### src/rtl/mux8_arb_pkg.sv
// Shared definitions for the 8:1 mux round-robin arbiter: FSM encoding,
// fixed requester/select sizes and small one-hot / pointer helpers.
package mux8_arb_pkg;

    localparam int N_REQ = 8;
    localparam int SEL_W = 3;

    typedef enum logic [1:0] {
        IDLE = 2'd0,
        SEL  = 2'd1,
        HOLD = 2'd2
    } state_e;

    function automatic logic [N_REQ-1:0] onehot8(input logic [SEL_W-1:0] idx);
        logic [N_REQ-1:0] v;
        v = {{(N_REQ-1){1'b0}}, 1'b1} << idx;
        return v;
    endfunction

    // A locked winner keeps the pointer so it stays first in the next scan.
    function automatic logic [SEL_W-1:0] ptr_next(input logic [SEL_W-1:0] idx,
                                                  input logic             lock_bit);
        logic [SEL_W-1:0] p;
        if (lock_bit) begin
            p = idx;
        end else begin
            p = idx + 3'd1;
        end
        return p;
    endfunction

endpackage

### src/rtl/rr_pick8.sv
// Combinational round-robin picker: first set request at or after ptr,
// wrapping 7 -> 0. Rotate right by ptr, find first set, add ptr back.
module rr_pick8
    import mux8_arb_pkg::*;
(
    input  logic [N_REQ-1:0] req,
    input  logic [SEL_W-1:0] ptr,
    output logic [SEL_W-1:0] idx,
    output logic             any
);

    logic [N_REQ-1:0] rot_s;
    logic [SEL_W-1:0] ffs_s;

    // Rotate so the pointer position lands on bit 0, then scan low to high.
    always_comb begin
        rot_s = N_REQ'({req, req} >> ptr);
        ffs_s = {SEL_W{1'b0}};
        for (int i = N_REQ - 1; i >= 0; i--) begin
            if (rot_s[i]) begin
                ffs_s = SEL_W'(i);
            end else begin
                ffs_s = ffs_s;
            end
        end
        idx = ffs_s + ptr;
        any = |req;
    end

endmodule

### src/rtl/mux8_rr_arbiter.sv
// Round-robin arbiter/sequencer for a shared 8:1 byte mux (IDLE->SEL->HOLD).
// Optional feature: define MUX8_ARB_LOCK_EN to add lock[7:0] burst priority.
module mux8_rr_arbiter
    import mux8_arb_pkg::*;
#(
    parameter int DATA_W = 8
) (
    input  logic              clk,
    input  logic              rst,
    input  logic [N_REQ-1:0]  req,
`ifdef MUX8_ARB_LOCK_EN
    input  logic [N_REQ-1:0]  lock,
`endif
    output logic [SEL_W-1:0]  mux_sel,
    input  logic [DATA_W-1:0] mux_dout,
    output logic [N_REQ-1:0]  gnt,
    output logic [DATA_W-1:0] out_data,
    output logic              out_valid,
    input  logic              out_ready,
    output logic              busy
);

    state_e            state_r,     state_nx_s;
    logic [SEL_W-1:0]  ptr_r,       ptr_nx_s;
    logic [SEL_W-1:0]  mux_sel_r,   mux_sel_nx_s;
    logic [N_REQ-1:0]  gnt_r,       gnt_nx_s;
    logic [DATA_W-1:0] out_data_r,  out_data_nx_s;
    logic              out_valid_r, out_valid_nx_s;
    logic              busy_r,      busy_nx_s;
    logic [SEL_W-1:0]  pick_idx_s;
    logic              pick_any_s;
    logic              lock_bit_s;

    rr_pick8 u_pick (
        .req (req),
        .ptr (ptr_r),
        .idx (pick_idx_s),
        .any (pick_any_s)
    );

`ifdef MUX8_ARB_LOCK_EN
    assign lock_bit_s = lock[mux_sel_r];
`else
    assign lock_bit_s = 1'b0;
`endif

    // Next-state and next-output logic; mux_sel doubles as the latched winner.
    always_comb begin
        state_nx_s     = state_r;
        ptr_nx_s       = ptr_r;
        mux_sel_nx_s   = mux_sel_r;
        gnt_nx_s       = {N_REQ{1'b0}};
        out_data_nx_s  = out_data_r;
        out_valid_nx_s = out_valid_r;
        case (state_r)
            IDLE: begin
                if (pick_any_s) begin
                    mux_sel_nx_s = pick_idx_s;
                    state_nx_s   = SEL;
                end else begin
                    state_nx_s   = IDLE;
                end
            end
            SEL: begin
                // Capture and grant even if the winner already dropped req.
                out_data_nx_s  = mux_dout;
                out_valid_nx_s = 1'b1;
                gnt_nx_s       = onehot8(mux_sel_r);
                ptr_nx_s       = ptr_next(mux_sel_r, lock_bit_s);
                state_nx_s     = HOLD;
            end
            HOLD: begin
                if (out_valid_r && out_ready) begin
                    out_valid_nx_s = 1'b0;
                    state_nx_s     = IDLE;
                end else begin
                    state_nx_s     = HOLD;
                end
            end
            default: begin
                out_valid_nx_s = 1'b0;
                state_nx_s     = IDLE;
            end
        endcase
        busy_nx_s = (state_nx_s != IDLE);
    end

    // State and output registers; reset discards any in-flight byte.
    always_ff @(posedge clk or posedge rst) begin
        if (rst) begin
            state_r     <= IDLE;
            ptr_r       <= {SEL_W{1'b0}};
            mux_sel_r   <= {SEL_W{1'b0}};
            gnt_r       <= {N_REQ{1'b0}};
            out_data_r  <= {DATA_W{1'b0}};
            out_valid_r <= 1'b0;
            busy_r      <= 1'b0;
        end else begin
            state_r     <= state_nx_s;
            ptr_r       <= ptr_nx_s;
            mux_sel_r   <= mux_sel_nx_s;
            gnt_r       <= gnt_nx_s;
            out_data_r  <= out_data_nx_s;
            out_valid_r <= out_valid_nx_s;
            busy_r      <= busy_nx_s;
        end
    end

    assign mux_sel   = mux_sel_r;
    assign gnt       = gnt_r;
    assign out_data  = out_data_r;
    assign out_valid = out_valid_r;
    assign busy      = busy_r;

endmodule

### config.mk
export PLATFORM = sky130hd
export DESIGN_NAME = mux8_rr_arbiter
export DESIGN_NICKNAME = d
export VERILOG_FILES = /design/src/rtl/mux8_arb_pkg.sv /design/src/rtl/rr_pick8.sv /design/src/rtl/mux8_rr_arbiter.sv
export SDC_FILE = /design/constraint.sdc
export NUM_CORES = 1
export LEC_CHECK = 0
export CORE_UTILIZATION = 40
export DETAILED_ROUTE_END_ITERATION = 12
export PLACE_DENSITY_LB_ADDON = 0.15
export RECOVER_POWER = 25
export SLEW_MARGIN = 20
export SYNTH_ARGS = -nofsm -noshare
export SYNTH_HDL_FRONTEND = slang
export SYNTH_HIERARCHICAL = 1
export SYNTH_SLANG_ARGS = --single-unit
### constraint.sdc
create_clock -name clk -period 3.77 [get_ports clk]
set_clock_uncertainty 0.05 [all_clocks]
set_input_delay 0.377 -clock clk [delete_from_list [all_inputs] [get_ports clk]]
set_output_delay 0.377 -clock clk [all_outputs]
set_load 0.01 [all_outputs]
==> results of run 1 <==
==> final timing paths <==
check	slack [ns]	cells after the start	from	endpoint
max in group asynchronous	2.38	2	rst	out_data[6]$_DFFE_PP0P_
hold / removal	0.46	1	out_data[5]$_DFFE_PP0P_	out_data[5]$_DFFE_PP0P_
setup reg to reg	0.64	11	ptr_r[0]$_DFFE_PP0P_	mux_sel[2]$_DFFE_PP0P_
setup / recovery	0.48	12	req[4]	mux_sel[2]$_DFFE_PP0P_
min in group asynchronous	0.71	2	rst	out_data[7]$_DFFE_PP0P_
hold reg to reg	0.46	1	out_data[5]$_DFFE_PP0P_	out_data[5]$_DFFE_PP0P_
==> layer usage <==
layer | global-route usage (%) | vias to the layer above | wire, um
met1 | 17.4 | 519 | 1270
li1 | - | 535 | -
met2 | 24.6 | 36 | 1390
met4 | 9.51 | 0 | 103
met3 | 1.21 | 9 | 119
met5 | 0 | - | 0
==> power groups by stage <==
stage               Combinational, mW  Clock (mW)  Sequential (mW)
floorplan                       0.768           0            0.510
global placement                0.994           0            0.519
detailed placement               1.02           0            0.522
CTS                              1.03       0.180            0.517
global route                     1.12       0.193            0.530
finish                           1.01       0.175            0.511
==> cell families (layout without fill, tap and decap cells) <==
logic type               Yosys count  after routing  synth area share [%]
AO/OA/AOI/OAI                     16             16                  7.75
flip-flops                        26             26                  39.9
AND/OR/NAND/NOR                   26             26                  9.13
XOR/XNOR                           2              2                  1.07
buffers and inverters             18             57                  7.29
adder cells (fa/ha/maj)            8              8                  6.59
multiplexers                      30             30                  28.3
==> final cells by class <==
class | count | area share, %
Multi-Input combinational cell | 82 | 41.2
Sequential cell | 26 | 31.4
Timing Repair Buffer | 42 | 19.9
Tap cell | 48 | 2.90
Clock buffer | 4 | 2.65
Inverter | 11 | 1.99
==> flip-flops by register name, summed over array words and instances (netlist names) <==
signal     flops
gnt            8
state_r        2
busy           1
out_valid      1
mux_sel        3
out_data       8
ptr_r          3
==> cell usage in the layout (no fill, tap or decap), types with 2 or more instances in the layout <==
master and instances:
nor4_1 2, nand2_1 8, mux2_4 7, ha_1 7, and2_1 2, nor2_1 4
inv_1 11, buf_4 3, o21ai_0 2, o211ai_1 2, clkdlybuf4s50_1 38, xnor2_1 2
nor3_1 5, dfrtp_1 26, mux2i_1 6, clkbuf_8 4, mux4_1 7, mux2_2 10
o21a_1 2
==> worst max-delay path, stage by stage <==
cell and delay (ns):
clkdlybuf4s50_1 0.51, mux4_1 0.57, mux2i_1 0.22, o311ai_0 0.19, a21bo_2 0.24, a31oi_1 0.17, ha_1 0.16, inv_1 0.05
fa_1 0.37, xnor2_1 0.15, xnor2_1 0.15, mux2_2 0.26
==> metrics by stage <==
stage	total power, mW	cell area, sq um	std cells
finish	1.70	2070	213
global route	1.84	2070	213
CTS	1.72	2080	213
global placement	1.51	2030	209
floorplan	1.28	1630	126
detailed placement	1.54	2030	209
==> metrics.json, run 1 <==
{
  "multiInputGateArea_sq_um": 855,
  "timing_worst_setup_path_type": "input port to flop",
  "finalNetCount": 193,
  "grtUsageTotal_pct": 14.5,
  "synth-warning-count": 6,
  "detail_route.iter0.violations": 10,
  "cap_viol_max_count": 0,
  "maximum_number_of_pins_on_one_net_before_global_route_repair": 27,
  "clock_tree.htree_level_count": 1,
  "seq_power_share_pct": 30.1,
  "flow.area_growth_from_synthesis_pct": 27.1,
  "full_die_area_sq_um": 4340,
  "die_h_um": 65.9,
  "cts.hold.buffers_added": 0,
  "netlist_instances": 126,
  "drc_errors": 0,
  "fin_crit_ns": 3.29,
  "cts.reportedPaths.clkPinSlew_ns": 0.08,
  "via_count": 1099,
  "synth_top_area_cell": "dfrtp_1",
  "die-width_um": 65.9,
  "total_setup_buffers_inserted_after_cts": 0,
  "grt_antenna_before_repair": 0,
  "unrepaired_setup_endpoints_after_global_routing": "no",
  "finalCritPeriodShare_pct": 87.2,
  "io_buffer_count": 39,
  "worst_hold_path_type": "flop to flop",
  "timing.critical_path.required_ns": 3.88,
  "synth.area.top_cells": "dfrtp_1 (40%), mux4_1 (11%), mux2_2 (6.9%)",
  "via_per_inst": 5.16,
  "place_congestion": 0.786,
  "edff_count_synth": 0,
  "worstSetupStartpointType": "input port",
  "max_freq_mhz": 304,
  "post_cts.resized_instances": 0,
  "power.ir.vdd_worst_v": 0.000287,
  "finalWorstSetupSlack_ns": 0.483,
  "arrival_time_worst_endpoint_ns": 3.40,
  "netlist.area_leader.share_pct": 39.9,
  "clkSinkCount": 26,
  "synth_common_cells": "dfrtp_1 (26), inv_1 (11), mux2_2 (10), nand2_1 (8)",
  "routed_wire_length_per_instance_um": 13.5,
  "postRouteWirelength_mm": 2.88,
  "syn_nets": 153,
  "grt_overflow_total": 0,
  "comb_power_share_pct": 59.6,
  "cts_tree": "done",
  "grt_pass1_vias": 1019,
  "dp_hpwl_mm": 2.15,
  "finalSetupViolations": 0,
  "worst-slew-pin-transition_ns": 1.40,
  "synth-seq-area-share_pct": 39.9,
  "max-clock-path-buffers": 2,
  "effective_utilization_at_floorplan_pct": 43.0,
  "power_per_cell_area_nw_per_um2": 817,
  "antennaDiodeCount": 0,
  "filler_cell_count": 335,
  "power_switching_share_pct": 36.6,
  "final_worst_hold_slack_ns": 0.461,
  "power.leakage_nw": 0.916,
  "p_switching_uw": 620,
  "number_of_routed_nets_with_antenna_violations": 0,
  "predominant_post_synthesis_flop_cell": "dfrtp_1",
  "fin_util_pct": 54.6,
  "worst_setup_path_end_kind": "flop",
  "finalHoldViolCount": 0,
  "core_area_sq_um": 3800,
  "synthesis.area_per_instance_sq_um": 12.9,
  "timing.critical_path.fanout_max": 6,
  "seq_area_sq_um": 651,
  "clock_insertion_delay_worst_skew_ns": 0.27,
  "drive_above_1_share_pct": 17.6,
  "drt_first_pass_iters": 3,
  "pre_cts_slack_ns": 0.176,
  "status": "complete, no violations",
  "number_of_buffers_created_by_cts": 3,
  "global_route_wire_length_before_repair_mm": 4.71,
  "pwr-share-clk_pct": 10.3,
  "unique_masters_post_synth": 36,
  "root_buffer": "clkbuf_8",
  "postSynthRegisterBits": 26,
  "tns_ns": 0,
  "internal_power_mw": 1.08,
  "slew_limit_headroom_pct": 6.52,
  "timing_max_transition_violations_final": 0,
  "synth.cell_area_sq_um": 1630,
  "placementRows": 22,
  "synth-async-reset-ratio_pct": 100,
  "boundaryPins": 40,
  "yosysMostFrequentCell": "dfrtp_1"
}
No activity file was read; power rests on OpenSTA's default activity.
==> run 2, diff against run 1 <==
CORE_ASPECT_RATIO = 1.1   (was not set)
SETUP_SLACK_MARGIN = 0.5   (was not set)
SLEW_MARGIN = 5   (was 20)
==> run 2 against run 1 <==
Critical path depth down 1. Power up 4.6%. Largest cell class unchanged. Non-clock buffer count up 2. Cell count up 1.4%. Cell area up 0.90%. Worst hold slack better by 0.00055 ns. Sequential power up 4.1%.
==> metrics.json, run 2 (synthesized netlist as in run 1, its figures left out) <==
{
  "worstSetupStartpointType": {"value": "flop", "change": "was input port"},
  "pre_cts_slack": {"value": 0.114, "unit": "ns", "change": "was 0.176 ns"},
  "reg2reg_from": {"value": "ptr_r[0]$_DFFE_PP0P_", "change": "unchanged"},
  "maximum_number_of_pins_on_one_net_before_global_route_repair": {"value": 27, "change": "unchanged"},
  "finalSetupViolations": {"value": 0, "change": "unchanged"},
  "timing_worst_setup_path_type": {"value": "flop to flop", "change": "was input port to flop"},
  "routed_wire_length_per_instance": {"value": 14.8, "unit": "um", "change": "was 13.5 um"},
  "finalWorstSetupSlack": {"value": 0.644, "unit": "ns", "change": "was 0.483 ns"},
  "power.ir.vdd_worst": {"value": 0.000339, "unit": "V", "change": "was 0.000287 V"},
  "root_buffer": {"value": "clkbuf_8", "change": "unchanged"},
  "core_area": {"value": 3770, "unit": "sq um", "change": "was 3800 sq um"},
  "worst-slew-pin-transition": {"value": 0.974, "unit": "ns", "change": "was 1.40 ns"},
  "mostFrequentLayoutCell": {"value": "clkdlybuf4s50_1", "change": "unchanged"},
  "placed_cells_incl_taps": {"value": 210, "change": "was 209"},
  "grt_antenna_before_repair": {"value": 0, "change": "unchanged"},
  "timing.critical_path.from": {"value": "ptr_r[0]$_DFFE_PP0P_", "change": "was req[4]"},
  "max_freq": {"value": 320, "unit": "MHz", "change": "was 304 MHz"},
  "grt_pass1_vias": {"value": 1157, "change": "was 1019"},
  "grtUsageTotal": {"value": 15.3, "unit": "%", "change": "was 14.5%"},
  "finalNetCount": {"value": 195, "change": "was 193"},
  "clock_tree.htree_level_count": {"value": 1, "change": "unchanged"},
  "via_per_inst": {"value": 5.27, "change": "was 5.16"},
  "power.leakage": {"value": 0.959, "unit": "nW", "change": "was 0.916 nW"},
  "tns": {"value": 0, "unit": "ns", "change": "unchanged"},
  "drive_above_1_share": {"value": 23.5, "unit": "%", "change": "was 17.6%"},
  "clock_insertion_delay_worst_skew": {"value": 0.26, "unit": "ns", "change": "was 0.27 ns"},
  "drt_first_pass_iters": {"value": 4, "change": "was 3"},
  "worstSetupEndpoint": {"value": "mux_sel[2]$_DFFE_PP0P_", "change": "unchanged"},
  "finalCritPeriodShare": {"value": 82.9, "unit": "%", "change": "was 87.2%"},
  "reg2reg_to": {"value": "mux_sel[2]$_DFFE_PP0P_", "change": "unchanged"},
  "effective_utilization_at_floorplan": {"value": 43.3, "unit": "%", "change": "was 43.0%"},
  "number_of_buffers_created_by_cts": {"value": 3, "change": "unchanged"},
  "detail_route.iter0.violations": {"value": 16, "change": "was 10"},
  "placementRows": {"value": 23, "change": "was 22"},
  "timing_max_transition_violations_final": {"value": 0, "change": "unchanged"},
  "cts_tree": {"value": "done", "change": "unchanged"},
  "most-common-layout-cells": {"value": "clkdlybuf4s50_1 (30), dfrtp_1 (25), inv_1 (11)", "change": "was clkdlybuf4s50_1 (38), dfrtp_1 (26), inv_1 (11)"},
  "via_count": {"value": 1138, "change": "was 1099"},
  "die_h": {"value": 69.0, "unit": "um", "change": "was 65.9 um"},
  "unrepaired_setup_endpoints_after_global_routing": {"value": "no", "change": "unchanged"},
  "worst_setup_path_end_kind": {"value": "flop", "change": "unchanged"},
  "cts.reportedPaths.clkPinSlew": {"value": 0.08, "unit": "ns", "change": "about the same"},
  "max-clock-path-buffers": {"value": 2, "change": "unchanged"},
  "flow.area_growth_from_synthesis": {"value": 28.3, "unit": "%", "change": "was 27.1%"},
  "arrival_time_worst_endpoint": {"value": 3.22, "unit": "ns", "change": "was 3.40 ns"},
  "antennaDiodeCount": {"value": 0, "change": "unchanged"},
  "post_layout_nonfiller_instances": {"value": 216, "change": "was 213"},
  "postRouteWirelength": {"value": 3.20, "unit": "mm", "change": "was 2.88 mm"},
  "timing.critical_path.required": {"value": 3.87, "unit": "ns", "change": "was 3.88 ns"},
  "finalHoldViolCount": {"value": 0, "change": "unchanged"},
  "place_area": {"value": 2020, "unit": "sq um", "change": "was 2030 sq um"},
  "filler_cell_count": {"value": 334, "change": "was 335"},
  "full_die_area": {"value": 4340, "unit": "sq um", "change": "about the same"},
  "grt_overflow_total": {"value": 0, "change": "unchanged"},
  "cap_viol_max_count": {"value": 0, "change": "unchanged"},
  "fin_crit": {"value": 3.13, "unit": "ns", "change": "was 3.29 ns"},
  "slew_limit_headroom": {"value": 35.0, "unit": "%", "change": "was 6.52%"},
  "io_buffer_count": {"value": 39, "change": "unchanged"},
  "place_congestion": {"value": 0.843, "change": "was 0.786"},
  "timing.critical_path.fanout_max": {"value": 6, "change": "unchanged"},
  "ff2ff_path_depth": {"value": 11, "change": "unchanged"},
  "boundaryPins": {"value": 40, "change": "unchanged"},
  "global_route_wire_length_before_repair": {"value": 5.19, "unit": "mm", "change": "was 4.71 mm"},
  "worst_hold_path_type": {"value": "flop to flop", "change": "unchanged"},
  "number_of_routed_nets_with_antenna_violations": {"value": 0, "change": "unchanged"},
  "r2r_setup_slack": {"value": 0.64, "unit": "ns", "change": "about the same"},
  "die-width": {"value": 62.9, "unit": "um", "change": "was 65.9 um"},
  "drc_errors": {"value": 0, "change": "unchanged"},
  "dp_hpwl": {"value": 2.36, "unit": "mm", "change": "was 2.15 mm"},
  "power_per_cell_area": {"value": 848, "unit": "nW/um^2", "change": "was 817 nW/um^2"},
  "finish.instance_area": {"value": 2090, "unit": "sq um", "change": "was 2070 sq um"},
  "status": {"value": "complete, no violations", "change": "unchanged"},
  "clkSinkCount": {"value": 26, "change": "unchanged"}
}
==> run 2: changes by cell type in the layout (fill, tap and decap cells not counted), sizes merged <==
cell           previous run  this run
clkdlybuf4s50            38        30
dlymetal6s2s              0         6
buf                       3         5
clkbuf                    4         5
==> run 2: area by class of cell <==
cell class	instances	area [sq um]	area share, %
Tap cell	50	62.6	2.99
Sequential cell	26	652	31.1
Multi-Input combinational cell	82	862	41.2
Timing Repair Buffer	44	434	20.7
Inverter	11	41.3	1.97
Clock buffer	3	41.3	1.97
==> run 2: metal layers <==
layer / vias to the layer above / GRT usage, % / wire, um
met1: 557 / 17.5 / 1330
li1: 534 / - / -
met5: - / 0 / 0
met3: 6 / 0.987 / 115
met4: 0 / 8.43 / 80
met2: 41 / 29.0 / 1670
==> run 2: worst min-delay path by stage <==
stage,start,end,slack [ns],cells after the start
after CTS,out_data[5]$_DFFE_PP0P_,out_data[5]$_DFFE_PP0P_,0.47,1
final,out_data[5]$_DFFE_PP0P_,out_data[5]$_DFFE_PP0P_,0.46,1
after global routing,out_data[1]$_DFFE_PP0P_,out_data[1]$_DFFE_PP0P_,0.49,1
after floorplan,rst,busy$_DFF_PP0_,0.37,1
after global placement,out_data[3]$_DFFE_PP0P_,out_data[3]$_DFFE_PP0P_,0.44,1
after detailed placement,out_data[1]$_DFFE_PP0P_,out_data[1]$_DFFE_PP0P_,0.44,1
==> run 2: timing repair <==
item,CTS,global route
endpoints found under the setup margin,1,1
buffers inserted,1,2
resized for setup,4,14
hold buffers,0,0
cloned,0,0
==> run 2: report_power, final <==
part           switching (mW)  internal [mW]
registers               0.137          0.395
clock network          0.0742         0.0712
logic                   0.455          0.642
total                   0.666           1.11
==> run 2: worst max-delay path: stages, from the launching register on <==
cell	delay, ns
dfrtp_2	0.45
mux4_2	0.56
mux2i_2	0.21
o311ai_1	0.16
a21bo_2	0.24
a31oi_1	0.17
ha_1	0.17
inv_1	0.05
fa_1	0.41
xnor2_2	0.16
xnor2_1	0.14
mux2_2	0.26
==> run 2: stage by stage <==
| stage | util (%) | hold slack [ns] | total power, mW |
|---|---|---|---|
| finish | 55.5 | 0.462 | 1.77 |
| global route | 55.5 | 0.489 | 1.91 |
| CTS | 55.0 | 0.467 | 1.74 |
| detailed placement | 53.6 | 0.443 | 1.56 |
| global placement | 53.6 | 0.438 | 1.51 |
| floorplan | - | 0.367 | 1.28 |
==> run 3, diff against run 2 <==
clock period = 3.1 ns   (was 3.77 ns; I/O delays follow)
==> run 3 against run 2 <==
Sequential power increased by 20%. Power rose by 27%. Core utilization grew 2.4 points. First-iteration DRC count grew to 2.7 times the previous value. Setup slack worse by 0.46 ns. Cell area rose by 4.4%. Cell count grew 5.6%. Clock power increased by 26%. Largest cell class unchanged. Largest power group unchanged. Highest routed layer unchanged.
==> metrics.json, run 3 (synthesized netlist as in run 1, its figures left out) <==
{
  "status": {"value": "complete, no violations", "change": "unchanged"},
  "cts.hold.buffers_added": {"value": 0, "change": "unchanged"},
  "finalSetupViolations": {"value": 0, "change": "unchanged"},
  "drc_errors": {"value": 0, "change": "unchanged"},
  "arrival_time_worst_endpoint": {"value": 3.02, "unit": "ns", "change": "was 3.22 ns"},
  "timing.critical_path.fanout_max": {"value": 3, "change": "was 6"},
  "power_switching_share": {"value": 36.9, "unit": "%", "change": "was 37.5%"},
  "via_count": {"value": 1162, "change": "was 1138"},
  "cts_tree": {"value": "done", "change": "unchanged"},
  "timing.critical_path.required": {"value": 3.21, "unit": "ns", "change": "was 3.87 ns"},
  "drt_first_pass_iters": {"value": 3, "change": "was 4"},
  "routed_wire_length_per_instance": {"value": 14.3, "unit": "um", "change": "was 14.8 um"},
  "finalNetCount": {"value": 207, "change": "was 195"},
  "flow.area_growth_from_synthesis": {"value": 33.9, "unit": "%", "change": "was 28.3%"},
  "worst_hold_path_type": {"value": "flop to flop", "change": "unchanged"},
  "full_die_area": {"value": 4340, "unit": "sq um", "change": "unchanged"},
  "grt_antenna_before_repair": {"value": 0, "change": "unchanged"},
  "grtUsageTotal": {"value": 16.5, "unit": "%", "change": "was 15.3%"},
  "route.met2.wl": {"value": 1.83, "unit": "mm", "change": "was 1.67 mm"},
  "drive_above_1_share": {"value": 30.9, "unit": "%", "change": "was 23.5%"},
  "worstSetupEndpoint": {"value": "mux_sel[2]$_DFFE_PP0P_", "change": "unchanged"},
  "clock_tree.htree_level_count": {"value": 1, "change": "unchanged"},
  "number_of_buffers_created_by_cts": {"value": 3, "change": "unchanged"},
  "grt_pass1_vias": {"value": 1184, "change": "was 1157"},
  "pre_cts_slack": {"value": -0.146, "unit": "ns", "change": "was 0.114 ns"},
  "slew_limit_headroom": {"value": 37.0, "unit": "%", "change": "was 35.0%"},
  "internal_power": {"value": 1.42, "unit": "mW", "change": "was 1.11 mW"},
  "filler_cell_count": {"value": 328, "change": "was 334"},
  "boundaryPins": {"value": 40, "change": "unchanged"},
  "placementRows": {"value": 23, "change": "unchanged"},
  "most-common-layout-cells": {"value": "clkdlybuf4s50_1 (34), dfrtp_1 (25), buf_4 (16)", "change": "was clkdlybuf4s50_1 (30), dfrtp_1 (25), inv_1 (11)"},
  "power.leakage": {"value": 0.974, "unit": "nW", "change": "was 0.959 nW"},
  "unrepaired_setup_endpoints_after_global_routing": {"value": "yes", "change": "was no"},
  "met1Wirelength": {"value": 1.34, "unit": "mm", "change": "was 1.33 mm"},
  "seq_power_share": {"value": 28.5, "unit": "%", "change": "was 30.0%"},
  "power_per_cell_area": {"value": 1030, "unit": "nW/um^2", "change": "was 848 nW/um^2"},
  "finalCritPeriodShare_pct": 93.9,
  "global_route_wire_length_before_repair": {"value": 5.44, "unit": "mm", "change": "was 5.19 mm"},
  "number_of_routed_nets_with_antenna_violations": {"value": 0, "change": "unchanged"},
  "dp_hpwl": {"value": 2.62, "unit": "mm", "change": "was 2.36 mm"},
  "place_congestion": {"value": 0.817, "change": "was 0.843"},
  "grt_overflow_total": {"value": 0, "change": "unchanged"},
  "finalWorstSetupSlack": {"value": 0.188, "unit": "ns", "change": "was 0.644 ns"},
  "finalHoldViolCount": {"value": 0, "change": "unchanged"},
  "via_per_inst": {"value": 5.10, "change": "was 5.27"},
  "cts.reportedPaths.clkPinSlew": {"value": 0.08, "unit": "ns", "change": "about the same"},
  "core_area": {"value": 3770, "unit": "sq um", "change": "unchanged"},
  "mostFrequentLayoutCell": {"value": "clkdlybuf4s50_1", "change": "unchanged"},
  "p_switching": {"value": 831, "unit": "uW", "change": "was 666 uW"},
  "reg2reg_from": {"value": "ptr_r[0]$_DFFE_PP0P_", "change": "unchanged"},
  "fin_util": {"value": 57.9, "unit": "%", "change": "was 55.5%"},
  "pwr-share-clk": {"value": 8.1, "unit": "%", "change": "was 8.2%"},
  "antennaDiodeCount": {"value": 0, "change": "unchanged"},
  "clkSinkCount": {"value": 26, "change": "unchanged"},
  "timing_max_transition_violations_final": {"value": 0, "change": "unchanged"},
  "maximum_number_of_pins_on_one_net_before_global_route_repair": {"value": 27, "change": "unchanged"},
  "p_total": {"value": 2.25, "unit": "mW", "change": "was 1.77 mW"},
  "postRouteWirelength": {"value": 3.27, "unit": "mm", "change": "was 3.20 mm"},
  "timing.critical_path.from": {"value": "req[0]", "change": "was ptr_r[0]$_DFFE_PP0P_"},
  "reg2reg_to": {"value": "mux_sel[2]$_DFFE_PP0P_", "change": "unchanged"},
  "r2r_setup_slack": {"value": 0.20, "unit": "ns", "change": "was 0.64 ns"},
  "io_buffer_count": {"value": 39, "change": "unchanged"},
  "clock_insertion_delay_worst_skew": {"value": 0.26, "unit": "ns", "change": "about the same"},
  "worstSetupStartpointType": {"value": "input port", "change": "was flop"},
  "met3_length": {"value": 71, "unit": "um", "change": "was 115 um"},
  "die-width": {"value": 62.9, "unit": "um", "change": "unchanged"},
  "fin_crit_ns": 2.91,
  "max-clock-path-buffers": {"value": 2, "change": "unchanged"},
  "cap_viol_max_count": {"value": 0, "change": "unchanged"},
  "ff2ff_path_depth": {"value": 11, "change": "unchanged"},
  "detail_route.iter0.violations": {"value": 43, "change": "was 16"},
  "root_buffer": {"value": "clkbuf_8", "change": "unchanged"},
  "top_layer": {"value": "met4", "change": "unchanged"},
  "max_freq_mhz": 343,
  "effective_utilization_at_floorplan": {"value": 43.3, "unit": "%", "change": "unchanged"},
  "worst-slew-pin-transition": {"value": 0.944, "unit": "ns", "change": "was 0.974 ns"},
  "timing_worst_setup_path_type": {"value": "input port to flop", "change": "was flop to flop"},
  "holdCritStartpoint": {"value": "out_data[6]$_DFFE_PP0P_", "change": "was out_data[5]$_DFFE_PP0P_"},
  "comb_power_share": {"value": 63.4, "unit": "%", "change": "was 61.8%"},
  "power.ir.vdd_worst": {"value": 0.000382, "unit": "V", "change": "was 0.000339 V"},
  "die_h": {"value": 69.0, "unit": "um", "change": "unchanged"},
  "worst_setup_path_end_kind": {"value": "flop", "change": "unchanged"}
}
[run 3: changes by cell type in the layout (fill, tap and decap cells not counted), moves of 2 or more]
cell and delta:
dlygate4sd2_1 +4, clkdlybuf4s50_1 +4, buf_4 +12, inv_2 +2, inv_1 -2, dlymetal6s2s_1 -6, clkbuf_1 -2
[run 3: through the flow]
stage / area [sq um] / TNS [ns] / cells / hold slack (ns)
CTS: 2170 / 0 / 228 / 0.467
finish: 2180 / 0 / 228 / 0.465
global route: 2180 / 0 / 228 / 0.491
detailed placement: 2130 / -0.248 / 224 / 0.448
floorplan: 1630 / 0 / 126 / 0.300
global placement: 2130 / -0.0884 / 224 / 0.439
[run 3: power by group through the flow]
stage,sequential [mW],combinational (mW),clock (mW)
2_1_floorplan,0.620,0.945,0
3_3_place_gp,0.630,1.30,0
3_5_place_dp,0.641,1.35,0
4_1_cts,0.641,1.39,0.189
5_1_grt,0.669,1.56,0.207
6_report,0.641,1.43,0.183
[run 3: per-layer routing]
metal,up-vias,track usage (%)
li1,562,-
met1,573,17.5
met2,25,33.5
met3,2,1.81
met4,0,7.27
met5,-,0
[run 3: worst min-delay path by stage]
| stage | slack [ns] | end | depth (start not counted) |
|---|---|---|---|
| finish | 0.46 | out_data[6]$_DFFE_PP0P_ | 1 |
| global route | 0.49 | out_data[1]$_DFFE_PP0P_ | 1 |
| CTS | 0.47 | out_data[6]$_DFFE_PP0P_ | 1 |
| detailed placement | 0.45 | out_data[6]$_DFFE_PP0P_ | 1 |
| global placement | 0.44 | out_data[5]$_DFFE_PP0P_ | 1 |
| floorplan | 0.30 | busy$_DFF_PP0_ | 1 |
[run 3: worst max-delay path: stages]
cell,delay [ns]
clkdlybuf4s50_1,0.45
mux4_2,0.51
mux2i_2,0.18
o311ai_1,0.12
a21bo_2,0.23
a31oi_1,0.13
ha_2,0.20
inv_2,0.03
fa_2,0.34
xnor2_2,0.14
xnor2_1,0.12
mux2_2,0.26
[run 3: cell type report]
type                            instances  area [sq um]  area share [%]
Timing Repair Buffer                   56           517            23.7
Tap cell                               50          62.6            2.86
Sequential cell                        26           652            29.8
Multi-Input combinational cell         82           871            39.9
Clock buffer                            3          41.3            1.89
Inverter                               11          41.3            1.89
[run 3: what timing repair did]
item                                    in CTS  in global routing
endpoints found under the setup margin       2                  2
cloned                                       0                  0
gates resized for setup                     10                  5
pin swaps                                    0                  1
setup buffers                                1                  0
